`src/rtl/apb3_arb_pkg.sv`:
```
// ---------------------------------------------------------------------------
// apb3_arb_pkg
//   Shared definitions for the two-requester APB3 arbiter in front of the
//   GPIO router.
//   - arb_state_t : FSM encoding (IDLE=0, SETUP=1, ACCESS=2)
//   - ADDR_W_DEF / DATA_W_DEF : default APB address / data widths
//   - WAIT_W : width of the ACCESS wait-state counter
//   - ptr_after() : round-robin pointer value after a completed transfer
// ---------------------------------------------------------------------------
package apb3_arb_pkg;

   localparam int ADDR_W_DEF = 16;
   localparam int DATA_W_DEF = 32;
   localparam int WAIT_W     = 8;

   typedef enum logic [1:0] {
      IDLE   = 2'd0,
      SETUP  = 2'd1,
      ACCESS = 2'd2
   } arb_state_t;

   // After a completion the preferred requester becomes the one that was
   // not just served: serving m0 (grant 2'b01) prefers m1 next, and
   // serving m1 (grant 2'b10) prefers m0 next.
   function automatic logic ptr_after(input logic [1:0] served);
      return served[0];
   endfunction

endpackage

```
`src/rtl/apb3_rr_pick.sv`:
```
// ---------------------------------------------------------------------------
// apb3_rr_pick
//   Two-way round-robin selector. Purely combinational.
//   Ports:
//     req   [1:0] : request vector, bit N = requester N wants the bus
//     ptr         : preferred requester when both request (0 or 1)
//     grant [1:0] : one-hot winner, 2'b00 when nobody requests
//   A lone requester always wins regardless of ptr.
// ---------------------------------------------------------------------------
module apb3_rr_pick (
   input  logic [1:0] req,
   input  logic       ptr,
   output logic [1:0] grant
);

   always_comb begin
      grant = 2'b00;
      if (req == 2'b11) begin
         grant = ptr ? 2'b10 : 2'b01;
      end else begin
         grant = req;
      end
   end

endmodule

```
`src/rtl/apb3_gpio_arbiter.sv`:
```
// ---------------------------------------------------------------------------
// apb3_gpio_arbiter
//   Arbitrates two APB3 requesters (m0 = CPU, m1 = DMA/sequencer) onto one
//   downstream APB3 port feeding the GPIO router.
//
//   Ports:
//     io_apb_PCLK, io_apb_PRESET     : clock, synchronous active-high reset
//     io_m0_apb_* / io_m1_apb_*      : requester-side APB3 completer ports
//     io_apb_P{ADDR,SEL,ENABLE,WRITE,WDATA} : downstream requests (outputs)
//     io_apb_P{READY,RDATA,SLVERROR} : downstream response (inputs)
//     io_grant  [1:0]                : one-hot owner of the current transfer
//     io_dbg_state [1:0]             : FSM state (IDLE/SETUP/ACCESS encoding)
//
//   Handshake: a requester asks for the bus by holding PSEL=1 (PENABLE is
//   ignored). The winner is latched in IDLE, the downstream sees one SETUP
//   cycle and then ACCESS until PREADY=1 or TIMEOUT wait states elapse.
//   The completion cycle raises the granted requester's PREADY
//   combinationally; every other cycle every requester output is 0.
//   The FSM always passes through IDLE between transfers (one bubble).
//
//   Timeout: the wait counter counts ACCESS cycles seen with PREADY=0. The
//   ACCESS cycle in which it reaches TIMEOUT is force-completed with
//   PRDATA=0 and PSLVERROR=1.
// ---------------------------------------------------------------------------
module apb3_gpio_arbiter
   import apb3_arb_pkg::*;
#(
   parameter int ADDR_W  = ADDR_W_DEF,
   parameter int DATA_W  = DATA_W_DEF,
   parameter int TIMEOUT = 255
) (
   input  logic              io_apb_PCLK,
   input  logic              io_apb_PRESET,

   input  logic [ADDR_W-1:0] io_m0_apb_PADDR,
   input  logic              io_m0_apb_PSEL,
   input  logic              io_m0_apb_PENABLE,
   input  logic              io_m0_apb_PWRITE,
   input  logic [DATA_W-1:0] io_m0_apb_PWDATA,
   output logic              io_m0_apb_PREADY,
   output logic [DATA_W-1:0] io_m0_apb_PRDATA,
   output logic              io_m0_apb_PSLVERROR,

   input  logic [ADDR_W-1:0] io_m1_apb_PADDR,
   input  logic              io_m1_apb_PSEL,
   input  logic              io_m1_apb_PENABLE,
   input  logic              io_m1_apb_PWRITE,
   input  logic [DATA_W-1:0] io_m1_apb_PWDATA,
   output logic              io_m1_apb_PREADY,
   output logic [DATA_W-1:0] io_m1_apb_PRDATA,
   output logic              io_m1_apb_PSLVERROR,

   output logic [ADDR_W-1:0] io_apb_PADDR,
   output logic              io_apb_PSEL,
   output logic              io_apb_PENABLE,
   output logic              io_apb_PWRITE,
   output logic [DATA_W-1:0] io_apb_PWDATA,
   input  logic              io_apb_PREADY,
   input  logic [DATA_W-1:0] io_apb_PRDATA,
   input  logic              io_apb_PSLVERROR,

   output logic [1:0]        io_grant,
   output logic [1:0]        io_dbg_state
);

   // Wait-counter value held at the start of the ACCESS cycle that times out.
   localparam logic [WAIT_W-1:0] TIMEOUT_LAST = WAIT_W'(TIMEOUT - 1);

   arb_state_t        state_q,   state_d;
   logic [WAIT_W-1:0] wait_cnt_q, wait_cnt_d;
   logic              ptr_q,     ptr_d;
   logic [1:0]        grant_q,   grant_d;
   logic [ADDR_W-1:0] paddr_q,   paddr_d;
   logic              pwrite_q,  pwrite_d;
   logic [DATA_W-1:0] pwdata_q,  pwdata_d;

   logic [1:0]        req;
   logic [1:0]        pick;
   logic              done;
   logic              timeout_hit;

   // PENABLE from the requesters carries no information for arbitration.
   logic              unused_penable;
   assign unused_penable = io_m0_apb_PENABLE ^ io_m1_apb_PENABLE;

   assign req = {io_m1_apb_PSEL, io_m0_apb_PSEL};

   apb3_rr_pick u_pick (
      .req   (req),
      .ptr   (ptr_q),
      .grant (pick)
   );

   // -------------------------------------------------------------------------
   // Next-state, counter and downstream request registers
   // -------------------------------------------------------------------------
   always_comb begin
      state_d     = state_q;
      wait_cnt_d  = wait_cnt_q;
      ptr_d       = ptr_q;
      grant_d     = grant_q;
      paddr_d     = paddr_q;
      pwrite_d    = pwrite_q;
      pwdata_d    = pwdata_q;
      done        = 1'b0;
      timeout_hit = 1'b0;

      unique case (state_q)
         IDLE: begin
            wait_cnt_d = '0;
            if (|req) begin
               grant_d  = pick;
               paddr_d  = pick[1] ? io_m1_apb_PADDR  : io_m0_apb_PADDR;
               pwrite_d = pick[1] ? io_m1_apb_PWRITE : io_m0_apb_PWRITE;
               pwdata_d = pick[1] ? io_m1_apb_PWDATA : io_m0_apb_PWDATA;
               state_d  = SETUP;
            end
         end

         SETUP: begin
            wait_cnt_d = '0;
            state_d    = ACCESS;
         end

         ACCESS: begin
            if (io_apb_PREADY) begin
               done = 1'b1;
            end else begin
               wait_cnt_d = wait_cnt_q + 1'b1;
               if (wait_cnt_q == TIMEOUT_LAST) begin
                  done        = 1'b1;
                  timeout_hit = 1'b1;
               end
            end
            if (done) begin
               state_d = IDLE;
               grant_d = 2'b00;
               ptr_d   = ptr_after(grant_q);
            end
         end

         default: begin
            state_d = IDLE;
            grant_d = 2'b00;
         end
      endcase
   end

   // -------------------------------------------------------------------------
   // Requester responses: only the granted requester, only in the completion
   // cycle, and only while it still holds PSEL (a dropped request's response
   // is discarded). Reset forces everything to zero.
   // -------------------------------------------------------------------------
   always_comb begin
      io_m0_apb_PREADY    = 1'b0;
      io_m0_apb_PRDATA    = '0;
      io_m0_apb_PSLVERROR = 1'b0;
      io_m1_apb_PREADY    = 1'b0;
      io_m1_apb_PRDATA    = '0;
      io_m1_apb_PSLVERROR = 1'b0;

      if (done && !io_apb_PRESET) begin
         if (grant_q[0] && io_m0_apb_PSEL) begin
            io_m0_apb_PREADY    = 1'b1;
            io_m0_apb_PRDATA    = timeout_hit ? '0 : io_apb_PRDATA;
            io_m0_apb_PSLVERROR = timeout_hit | io_apb_PSLVERROR;
         end
         if (grant_q[1] && io_m1_apb_PSEL) begin
            io_m1_apb_PREADY    = 1'b1;
            io_m1_apb_PRDATA    = timeout_hit ? '0 : io_apb_PRDATA;
            io_m1_apb_PSLVERROR = timeout_hit | io_apb_PSLVERROR;
         end
      end
   end

   always_ff @(posedge io_apb_PCLK) begin
      if (io_apb_PRESET) begin
         state_q    <= IDLE;
         wait_cnt_q <= '0;
         ptr_q      <= 1'b0;
         grant_q    <= 2'b00;
         paddr_q    <= '0;
         pwrite_q   <= 1'b0;
         pwdata_q   <= '0;
      end else begin
         state_q    <= state_d;
         wait_cnt_q <= wait_cnt_d;
         ptr_q      <= ptr_d;
         grant_q    <= grant_d;
         paddr_q    <= paddr_d;
         pwrite_q   <= pwrite_d;
         pwdata_q   <= pwdata_d;
      end
   end

   // Downstream PSEL/PENABLE decode straight from the state register, so
   // they drop on the same edge that returns the FSM to IDLE.
   assign io_apb_PSEL    = (state_q != IDLE);
   assign io_apb_PENABLE = (state_q == ACCESS);
   assign io_apb_PADDR   = paddr_q;
   assign io_apb_PWRITE  = pwrite_q;
   assign io_apb_PWDATA  = pwdata_q;
   assign io_grant       = grant_q;
   assign io_dbg_state   = state_q;

endmodule

```
`config.mk`:
```
export PLATFORM = sky130hd
export DESIGN_NAME = apb3_gpio_arbiter
export DESIGN_NICKNAME = d
export VERILOG_FILES = /design/src/rtl/apb3_arb_pkg.sv /design/src/rtl/apb3_rr_pick.sv /design/src/rtl/apb3_gpio_arbiter.sv
export SDC_FILE = /design/constraint.sdc
export NUM_CORES = 1
export LEC_CHECK = 0
export CORE_ASPECT_RATIO = 0.5
export CORE_MARGIN = 3
export CORE_UTILIZATION = 32
export DETAILED_ROUTE_END_ITERATION = 7
export GPL_TIMING_DRIVEN = 0
export PLACE_DENSITY = 0.79
export REMOVE_ABC_BUFFERS = 1
export SLEW_MARGIN = 15
export SYNTH_ARGS = -nofsm -noshare
export SYNTH_HDL_FRONTEND = slang
export SYNTH_HIERARCHICAL = 1
export SYNTH_SLANG_ARGS = --single-unit
```
`constraint.sdc`:
```
create_clock -name io_apb_PCLK -period 1.55 [get_ports io_apb_PCLK]
set_clock_uncertainty 0.1 [all_clocks]
set_input_delay 0.155 -clock io_apb_PCLK [delete_from_list [all_inputs] [get_ports io_apb_PCLK]]
set_output_delay 0.155 -clock io_apb_PCLK [all_outputs]
set_load 0.02 [all_outputs]
```
# Word level (Yosys, flattened, before mapping)
# Index checks and enable logic that the tools add are counted.
[op_classes] addsub=1 n_mul=0 div_mod_pow=0 magnitude_cmp=0 eq_ne=7 n_shift=0 n_mux=31 bitwise_logic=2 reduce_logical=14
[ops] cell="$mux W32" count=6
[ops] cell="$mux W16" count=1
[ops] cell="$pmux W8 S2" count=1
[ops] cell="$mux W1" count=15
[ops] cell="$pmux W2 S3" count=2
[ops] cell="$mux W2" count=5
[ops] cell="$add A8 B1 Y8 const B" count=1
[ops] cell="$eq A8 B8 Y1 const B" count=1
[ops] cell="$mux W8" count=1
[ops] cell="$reduce_and A2 Y1" count=4
[ops] cell="$eq A2 B2 Y1 const B" count=2
[ops] cell="$ne A2 B2 Y1 const B" count=2
[ops] cell="$reduce_bool A2 Y1" count=2
[ops] cell="$reduce_or A2 Y1" count=2
[ops] cell="$logic_and A1 B1 Y1" count=3
[ops] cell="$reduce_and A3 Y1" count=1
[ops] cell="$eq A2 B1 Y1 const B" count=1
[ops] cell="$logic_not A2 Y1" count=1
[ops] cell="$ne A2 B1 Y1 const B" count=1
[ops] cell="$logic_not A1 Y1" count=1
[ops] cell="$not A1 Y1" count=1
[ops] cell="$or A1 B1 Y1" count=1
[word_totals] reg_bits=62 latchBits=0 ram_bits=0 romBits=0 input_bits=138 out_inout_bits=123 wordCells=62 memories=0

# Longest topological paths before layout
# Gate-level depths: netlist (run 1).
[depth] word_depth=7 mapped_depth=6 depth_no_buf=5

# Modules after synthesis
# Netlist (run 1), hierarchy kept.
[modules_own_cells] module="apb3_gpio_arbiter" instances=1 cells_per_inst=389 area_per_inst_um2=3716.1
[modules_own_cells] module="apb3_rr_pick" instances=1 cells_per_inst=3 area_per_inst_um2=18.8

# Least setup slack after synthesis (run 1)
# Ideal clock, no wire load.
[synth_timing] path_kind="register -> output" start="register state_q[1], in the netlist io_dbg_state[1]" end="output port io_m1_apb_PREADY" t_arrival_ns=1.625 required_ns=1.295 setup_slack_ns=-0.330 stages_incl_launch_ff=5 n_path_buf=2 cell_sequence="dfxtp_1 -> buf_2 -> nand2b_1 -> buf_2 -> nor4_1"
[synth_via] elab_chain_cells=4
[synth_rtl] element="start: declaration" line="apb3_gpio_arbiter.sv:69" text="arb_state_t state_q, state_d;"
[synth_rtl] element="start signal: assignment" line="apb3_gpio_arbiter.sv:186" text="state_q <= state_d;"
[synth_rtl] element="$eq A2 B2 Y1" line="apb3_gpio_arbiter.sv:108" text="unique case (state_q)"
[synth_rtl] element="$mux W1" line="apb3_gpio_arbiter.sv:108"
[synth_rtl] element="$logic_and A1 B1 Y1" line="apb3_gpio_arbiter.sv:162" text="if (done && !io_apb_PRESET) begin"
[synth_rtl] element="$mux W1" line="apb3_gpio_arbiter.sv:162"
[synth_rtl] element="end: declaration" line="apb3_gpio_arbiter.sv:49" text="output logic io_m1_apb_PREADY,"
# No other way between the ends.

# Worst setup path after layout (run 1)
[layout_timing] start="register wait_cnt_q[6]" end="output port io_m0_apb_PREADY"
[layout_via] elab_chain_cells=7
[layout_rtl] element="start: declaration" line="apb3_gpio_arbiter.sv:70" text="logic [WAIT_W-1:0] wait_cnt_q, wait_cnt_d;"
[layout_rtl] element="start signal: assignment" line="apb3_gpio_arbiter.sv:187" text="wait_cnt_q <= wait_cnt_d;"
[layout_rtl] element="$eq A8 B8 Y1" line="apb3_gpio_arbiter.sv:130" text="if (wait_cnt_q == TIMEOUT_LAST) begin"
[layout_rtl] element="$mux W1" line="apb3_gpio_arbiter.sv:130"
[layout_rtl] element="$mux W1" line="apb3_gpio_arbiter.sv:126" text="if (io_apb_PREADY) begin"
[layout_rtl] element="$mux W1 (2 in series)" line="apb3_gpio_arbiter.sv:108"
[layout_rtl] element="$logic_and A1 B1 Y1" line="apb3_gpio_arbiter.sv:162"
[layout_rtl] element="$mux W1" line="apb3_gpio_arbiter.sv:162"
[layout_rtl] element="end: declaration" line="apb3_gpio_arbiter.sv:40" text="output logic io_m0_apb_PREADY,"
# No other way between the ends. The select of a mux whose other input is x is not followed.

==> flow_summary.json, run 1 <==
{
  "p_switching_mw": 1.922,
  "final_area_um2": 8334,
  "holdWs_ns": 0.08787,
  "sequentialPowerShare_pct": 31.4,
  "h-tree-depth": 3,
  "syn_area_per_cell_um2": 9.528,
  "synth_warnings": 6,
  "synth_fa_ha_area_share_pct": 0.6700,
  "hpwl_um": 9775,
  "swShare_pct": 32.17,
  "drive_gt1_share_pct": 48.05,
  "cts_tree": "built",
  "clk-insertion-delay-late_ns": 0.33,
  "setup_viol_count_final": 103,
  "leakagePower_nw": 3.643,
  "synthMuxAreaShare_pct": 13.13,
  "io_pins": 261,
  "yosys.area_share.simple_pct": 18.29,
  "synth_edf_count": 0,
  "start_util_pct": 33.40,
  "path_class": "reg2out",
  "root_buffer": "clkbuf_16",
  "start_kind": "flip-flop",
  "cts_hold_buf": 0,
  "grt_pass1_vias": 4561,
  "ys.flop_type": "dfxtp_1",
  "drt_wl_total_um": 19830,
  "cts_num_sinks": 62,
  "clock_path_buffers": 2,
  "pwr-share-comb_pct": 39.7,
  "powerDensity_nw_per_um2": 716.8,
  "core_area_um2": 11180,
  "final_common_cell": "clkdlybuf4s50_1",
  "drtPass1Iterations": 5,
  "num_vias": 4692,
  "overflow": 0,
  "dieWidth_um": 158.8,
  "syn2layout_area_growth_pct": 123.1,
  "wire_per_inst_um": 22.61,
  "synth_xor_area_share_pct": 0.4690,
  "violations": "setup timing",
  "path_max_fanout": 5,
  "dp_slack_ns": -1.674,
  "async_reset_ff_share_pct": 0,
  "slew_viol_final": 0,
  "nNetsFinal": 854,
  "ant_nets": 0,
  "worstPathArrival_ns": 1.66,
  "ys_seq_area_share_pct": 33.23,
  "rows": 27,
  "timing.final.ws_setup_ns": -0.3687,
  "fin_crit_sh_pct": 123.8,
  "crit_required_ns": 1.29,
  "antenna_found_initial": 0,
  "synth_compound_area_share_pct": 27.81,
  "antenna-diode-count": 0,
  "placed_area_um2": 6461,
  "ir_worst_vdd_mv": 0.5800,
  "io_buffer_count": 258,
  "cts_buffers": 9,
  "die_h_um": 82.39,
  "layout_min_cycle_time_ns": 1.919,
  "route.detailed.drc": 0,
  "grt_pass1_wl_um": 25630,
  "status": "finished, violations left",
  "synthCells": 392,
  "worst_pin_slew_ns": 0.4392,
  "end_kind": "output port",
  "max_freq_ghz": 0.5212,
  "track_usage_pct": 25.04,
  "dieArea_um2": 13080,
  "grt_max_degree": 39,
  "rsz0062_at_grt": "true",
  "clk_pin_slew_ns": 0.06,
  "ys_ff_latch": 62,
  "synth_cell_types": 46,
  "hp-class": "in2reg",
  "syn_area_um2": 3735,
  "finalHoldViolations": 0,
  "post_drt_via_cell_ratio": 5.350,
  "synth_top_family_by_area": "compound AO/OA/AOI/OAI gates",
  "fin_setup_tns_ns": -21.23,
  "intPower_mw": 4.052,
  "power_frac_clock_pct": 29.0,
  "slew_headroom_pct": 70.33,
  "final_cell_mix": "clkdlybuf4s50_1, buf_6, and2_4, a21oi_1, dfxtp_1",
  "gp_congestion": 0.7828,
  "drt-initial-drc-count": 302,
  "cap_violations": 0
}
[sequential cells by signal, indices dropped and copies added, names as in the netlist]
name           cells
io_apb_PWDATA     32
io_apb_PADDR      16
io_dbg_state       2
ptr_q              1
io_apb_PWRITE      1
wait_cnt_q         8
io_grant           2
[power groups by stage]
stage / Combinational [mW] / Clock [mW] / Sequential (mW)
after floorplan: 0.613 / 0 / 2.10
after global placement: 1.69 / 0 / 1.90
after detailed placement: 1.73 / 0 / 1.90
after CTS: 2.20 / 1.74 / 1.86
after global routing: 2.46 / 1.84 / 1.89
final: 2.37 / 1.73 / 1.87
[synth_stat cells, drive strengths merged, types with 2 or more instances]
cell type / n / share of area, %
and2: 63 / 11
nand3: 6 / 0.80
nor4: 4 / 1.2
buf: 18 / 3.6
dfxtp: 62 / 33
a21oi: 55 / 7.4
ha: 2 / 0.67
a21boi: 2 / 0.40
or4: 2 / 0.40
o21ai: 2 / 0.27
mux2i: 49 / 13
or3: 2 / 0.33
a311oi: 2 / 0.47
clkbuf: 21 / 2.2
nand4: 2 / 0.33
nand2b: 4 / 0.67
o31ai: 3 / 0.60
nand2: 5 / 0.50
a211oi: 50 / 17
a31oi: 2 / 0.33
inv: 6 / 0.60
nor2b: 4 / 0.67
nor2: 8 / 1.0
and4: 2 / 0.47
[layout make-up]
cell class	instances	area, µm²
inverter	6	26.28
fill	726	2848
sequential	62	1275
tap	159	198.9
timing repair buffer	345	3760
clock inverter	2	10.01
multi-input combinational	290	2824
clock buffer	13	240.2
[worst max-delay path, cell delays in order (launching register included)]
cell and delay (ns):
dfxtp_1 0.50, and3_4 0.28, a21oi_4 0.07, buf_6 0.13, nor4_4 0.16, buf_4 0.19
[timing repair]
action	in CTS	in global routing
setup endpoints to repair	137	156
gates cloned	14	3
resized for setup	564	96
pin swaps	66	21
setup buffers	59	22
hold endpoints to repair	0	0
[path summary, 6_finish.rpt]
kind,slack [ns],to,depth (start not counted),startpoint
hold reg to reg,0.45,io_apb_PWDATA[7],2,io_apb_PWDATA[7]
hold / removal,0.09,io_apb_PADDR[2],2,io_apb_PRESET
setup / recovery,-0.37,io_m0_apb_PREADY,5,wait_cnt_q[6]
setup reg to reg,-0.15,wait_cnt_q[4],5,wait_cnt_q[1]
[stage by stage]
step	instances	power, mW	utilization [%]
3_3_place_gp	770	3.589	56.34
2_1_floorplan	353	2.710	-
6_report	877	5.974	74.53
5_1_grt	877	6.186	74.53
4_1_cts	864	5.801	71.21
3_5_place_dp	776	3.635	57.78
[logic make-up (layout without fill, tap and decap cells)]
group                    count (synthesis)  after routing
AO/OA/AOI/OAI                          124            124
AND/OR/NAND/NOR                        108            113
flip-flops                              62             62
multiplexers                            49             49
buffers and inverters                   45            366
adder cells (fa/ha/maj)                  2              2
XOR/XNOR                                 2              2
[metal layers]
layer,vias up,wire (µm),track usage (%)
met3,71,1280,5.481
li1,2076,-,-
met4,0,705,9.520
met1,2258,7597,28.75
met2,287,10250,47.04
met5,-,0,0
Note: power is estimated with default switching activity, not from simulation.
==> run 2, diff against run 1 <==
--- a/config.mk
+++ b/config.mk
@@ -6,7 +6,7 @@
 export NUM_CORES = 1
 export LEC_CHECK = 0
 export CORE_ASPECT_RATIO = 0.5
-export CORE_MARGIN = 3
+export CORE_MARGIN = 4
 export CORE_UTILIZATION = 32
 export DETAILED_ROUTE_END_ITERATION = 7
 export GPL_TIMING_DRIVEN = 0
==> run 2 against run 1 <==
The run still ends with setup timing left. Global-route usage fell by 0.22 points. Sequential cell count did not move. Final cell count fell by 0.23%. Sequential power barely moved. Clock power rose by 31%. First-iteration DRC count fell by 21%. Register-to-register slack got worse by 0.20 ns. Cell area rose by 0.56%. Non-clock buffer count did not move. Die area rose by 3.7%. Worst setup slack got worse by 0.014 ns. Largest cell class unchanged.
==> flow_summary.json, run 2 (synthesis results as in run 1) <==
{
  "path_class": "reg2out",
  "final_util_pct": 74.95,
  "slew_viol_final": 0,
  "syn2layout_area_growth_pct": 124.4,
  "r2r_slack_ns": -0.35,
  "power_frac_clock_pct": 34.5,
  "p_switching_mw": 1.951,
  "final_cells": 875,
  "final_common_cell": "clkdlybuf4s50_1",
  "drive_gt1_share_pct": 46.93,
  "finalHoldViolations": 0,
  "nNetsFinal": 851,
  "dieWidth_um": 160.8,
  "gp_congestion": 0.7819,
  "r2r_start": "io_dbg_state[0]",
  "swShare_pct": 29.81,
  "timing.final.ws_setup_ns": -0.3831,
  "violations": "setup timing",
  "cp_top_family": "buffers and inverters",
  "overflow": 0,
  "fin_setup_tns_ns": -32.93,
  "crit_chain": "buf_6 -> buf_6 -> nor3b_4 -> buf_4 -> and4_4 -> buf_6",
  "sequentialPowerShare_pct": 28.7,
  "cap_violations": 0,
  "num_vias": 4585,
  "hp-class": "in2reg",
  "fin_crit_sh_pct": 124.7,
  "ant_nets": 0,
  "antenna-diode-count": 0,
  "wl_met1_um": 7412,
  "critPathSlowestCell": "dfxtp_4",
  "ir_worst_vdd_mv": 0.6850,
  "drtPass1Iterations": 4,
  "placed_area_um2": 6489,
  "rr_worst_depth": 9,
  "place_inst": 777,
  "antenna_found_initial": 0,
  "crit_required_ns": 1.29,
  "clock_path_buffers": 2,
  "intPower_mw": 4.593,
  "rsz0062_at_grt": "true",
  "min_path_cells": 2,
  "h-tree-depth": 3,
  "clk-insertion-delay-late_ns": 0.33,
  "hold_start": "io_apb_PRESET",
  "dieArea_um2": 13570,
  "grt_max_degree": 38,
  "track_usage_pct": 24.81,
  "cts_num_sinks": 62,
  "core_area_um2": 11180,
  "root_buffer": "clkbuf_16",
  "start_kind": "flip-flop",
  "largest_register_ff_count": 32,
  "clk_pin_slew_ns": 0.05,
  "powerDensity_nw_per_um2": 780.8,
  "top_layer_used": "met4",
  "layout_min_cycle_time_ns": 1.933,
  "hpwl_um": 10150,
  "slowest_delay_ns": 0.39,
  "grt_pass1_wl_um": 27030,
  "cts_buffers": 9,
  "drt_wl_total_um": 19310,
  "die_h_um": 84.39,
  "max_freq_ghz": 0.5173,
  "reg2reg_to": "io_apb_PWDATA[0]",
  "io_buffer_count": 258,
  "post_drt_via_cell_ratio": 5.240,
  "end_kind": "output port",
  "start_util_pct": 33.40,
  "pwr-share-comb_pct": 36.8,
  "dp_slack_ns": -1.637,
  "leakagePower_nw": 3.777,
  "worst_pin_slew_ns": 0.4690,
  "rows": 27,
  "p_total_mw": 6.544,
  "io_pins": 261,
  "worstPathArrival_ns": 1.68,
  "crit_top_cell": "buf_6",
  "path_max_fanout": 5,
  "path_buf_inv": 4,
  "final_area_um2": 8381,
  "grt_pass1_vias": 4688,
  "slew_headroom_pct": 68.66,
  "whs_endpoint": "io_apb_PWDATA[5]",
  "status": "finished, violations left",
  "wire_per_inst_um": 22.07,
  "holdWs_ns": 0.07821,
  "drt-initial-drc-count": 239,
  "met3_length_um": 1107,
  "setup_viol_count_final": 130,
  "wl_met2_um": 10190,
  "cts_tree": "built",
  "final_cell_mix": "clkdlybuf4s50_1, buf_6, and2_4, dfxtp_1, a21oi_1",
  "route.detailed.drc": 0
}
==> run 2: worst max path at each step <==
stage                     from                  end  slack (ns)  cells past startpoint
2_1_floorplan            ptr_q      io_apb_PADDR[0]       -2.97                      4
3_3_place_gp    io_m1_apb_PSEL     io_apb_PADDR[14]       -4.74                      4
3_5_place_dp     io_apb_PREADY  io_m0_apb_PRDATA[8]       -1.64                      5
4_1_cts        io_dbg_state[0]  io_m0_apb_PRDATA[8]       -0.38                      5
5_1_grt        io_dbg_state[0]  io_m1_apb_PSLVERROR       -0.45                      6
6_report       io_dbg_state[0]  io_m1_apb_PSLVERROR       -0.38                      6
==> run 2: final cells by class <==
type                       instances  area, µm²
clock buffer                      13      270.3
sequential                        62       1264
clock inverter                     3      65.06
multi-input combinational        287       2689
fill                             707       2801
tap                              159      198.9
timing repair buffer             345       3865
inverter                           6      28.78
==> run 2: power by group through the flow <==
stage,logic [mW],clock network [mW],registers [mW]
after floorplan,0.613,0,2.10
after global placement,1.70,0,1.89
after detailed placement,1.76,0,1.90
after CTS,2.21,2.26,1.86
after global routing,2.51,2.36,1.89
final,2.41,2.26,1.88
==> run 2: metal layers <==
| layer | up-vias | GRT usage (%) |
|---|---|---|
| met4 | 0 | 5.805 |
| met3 | 54 | 4.855 |
| met2 | 215 | 47.55 |
| met5 | - | 0 |
| met1 | 2231 | 28.63 |
| li1 | 2085 | - |
==> run 2: timing repair <==
item / 4_1_cts / 5_1_grt
hold buffers: 0 / 0
cloned: 14 / 3
pin swaps: 68 / 15
resized for setup: 564 / 93
buffers inserted: 56 / 17
setup endpoints to repair: 138 / 163
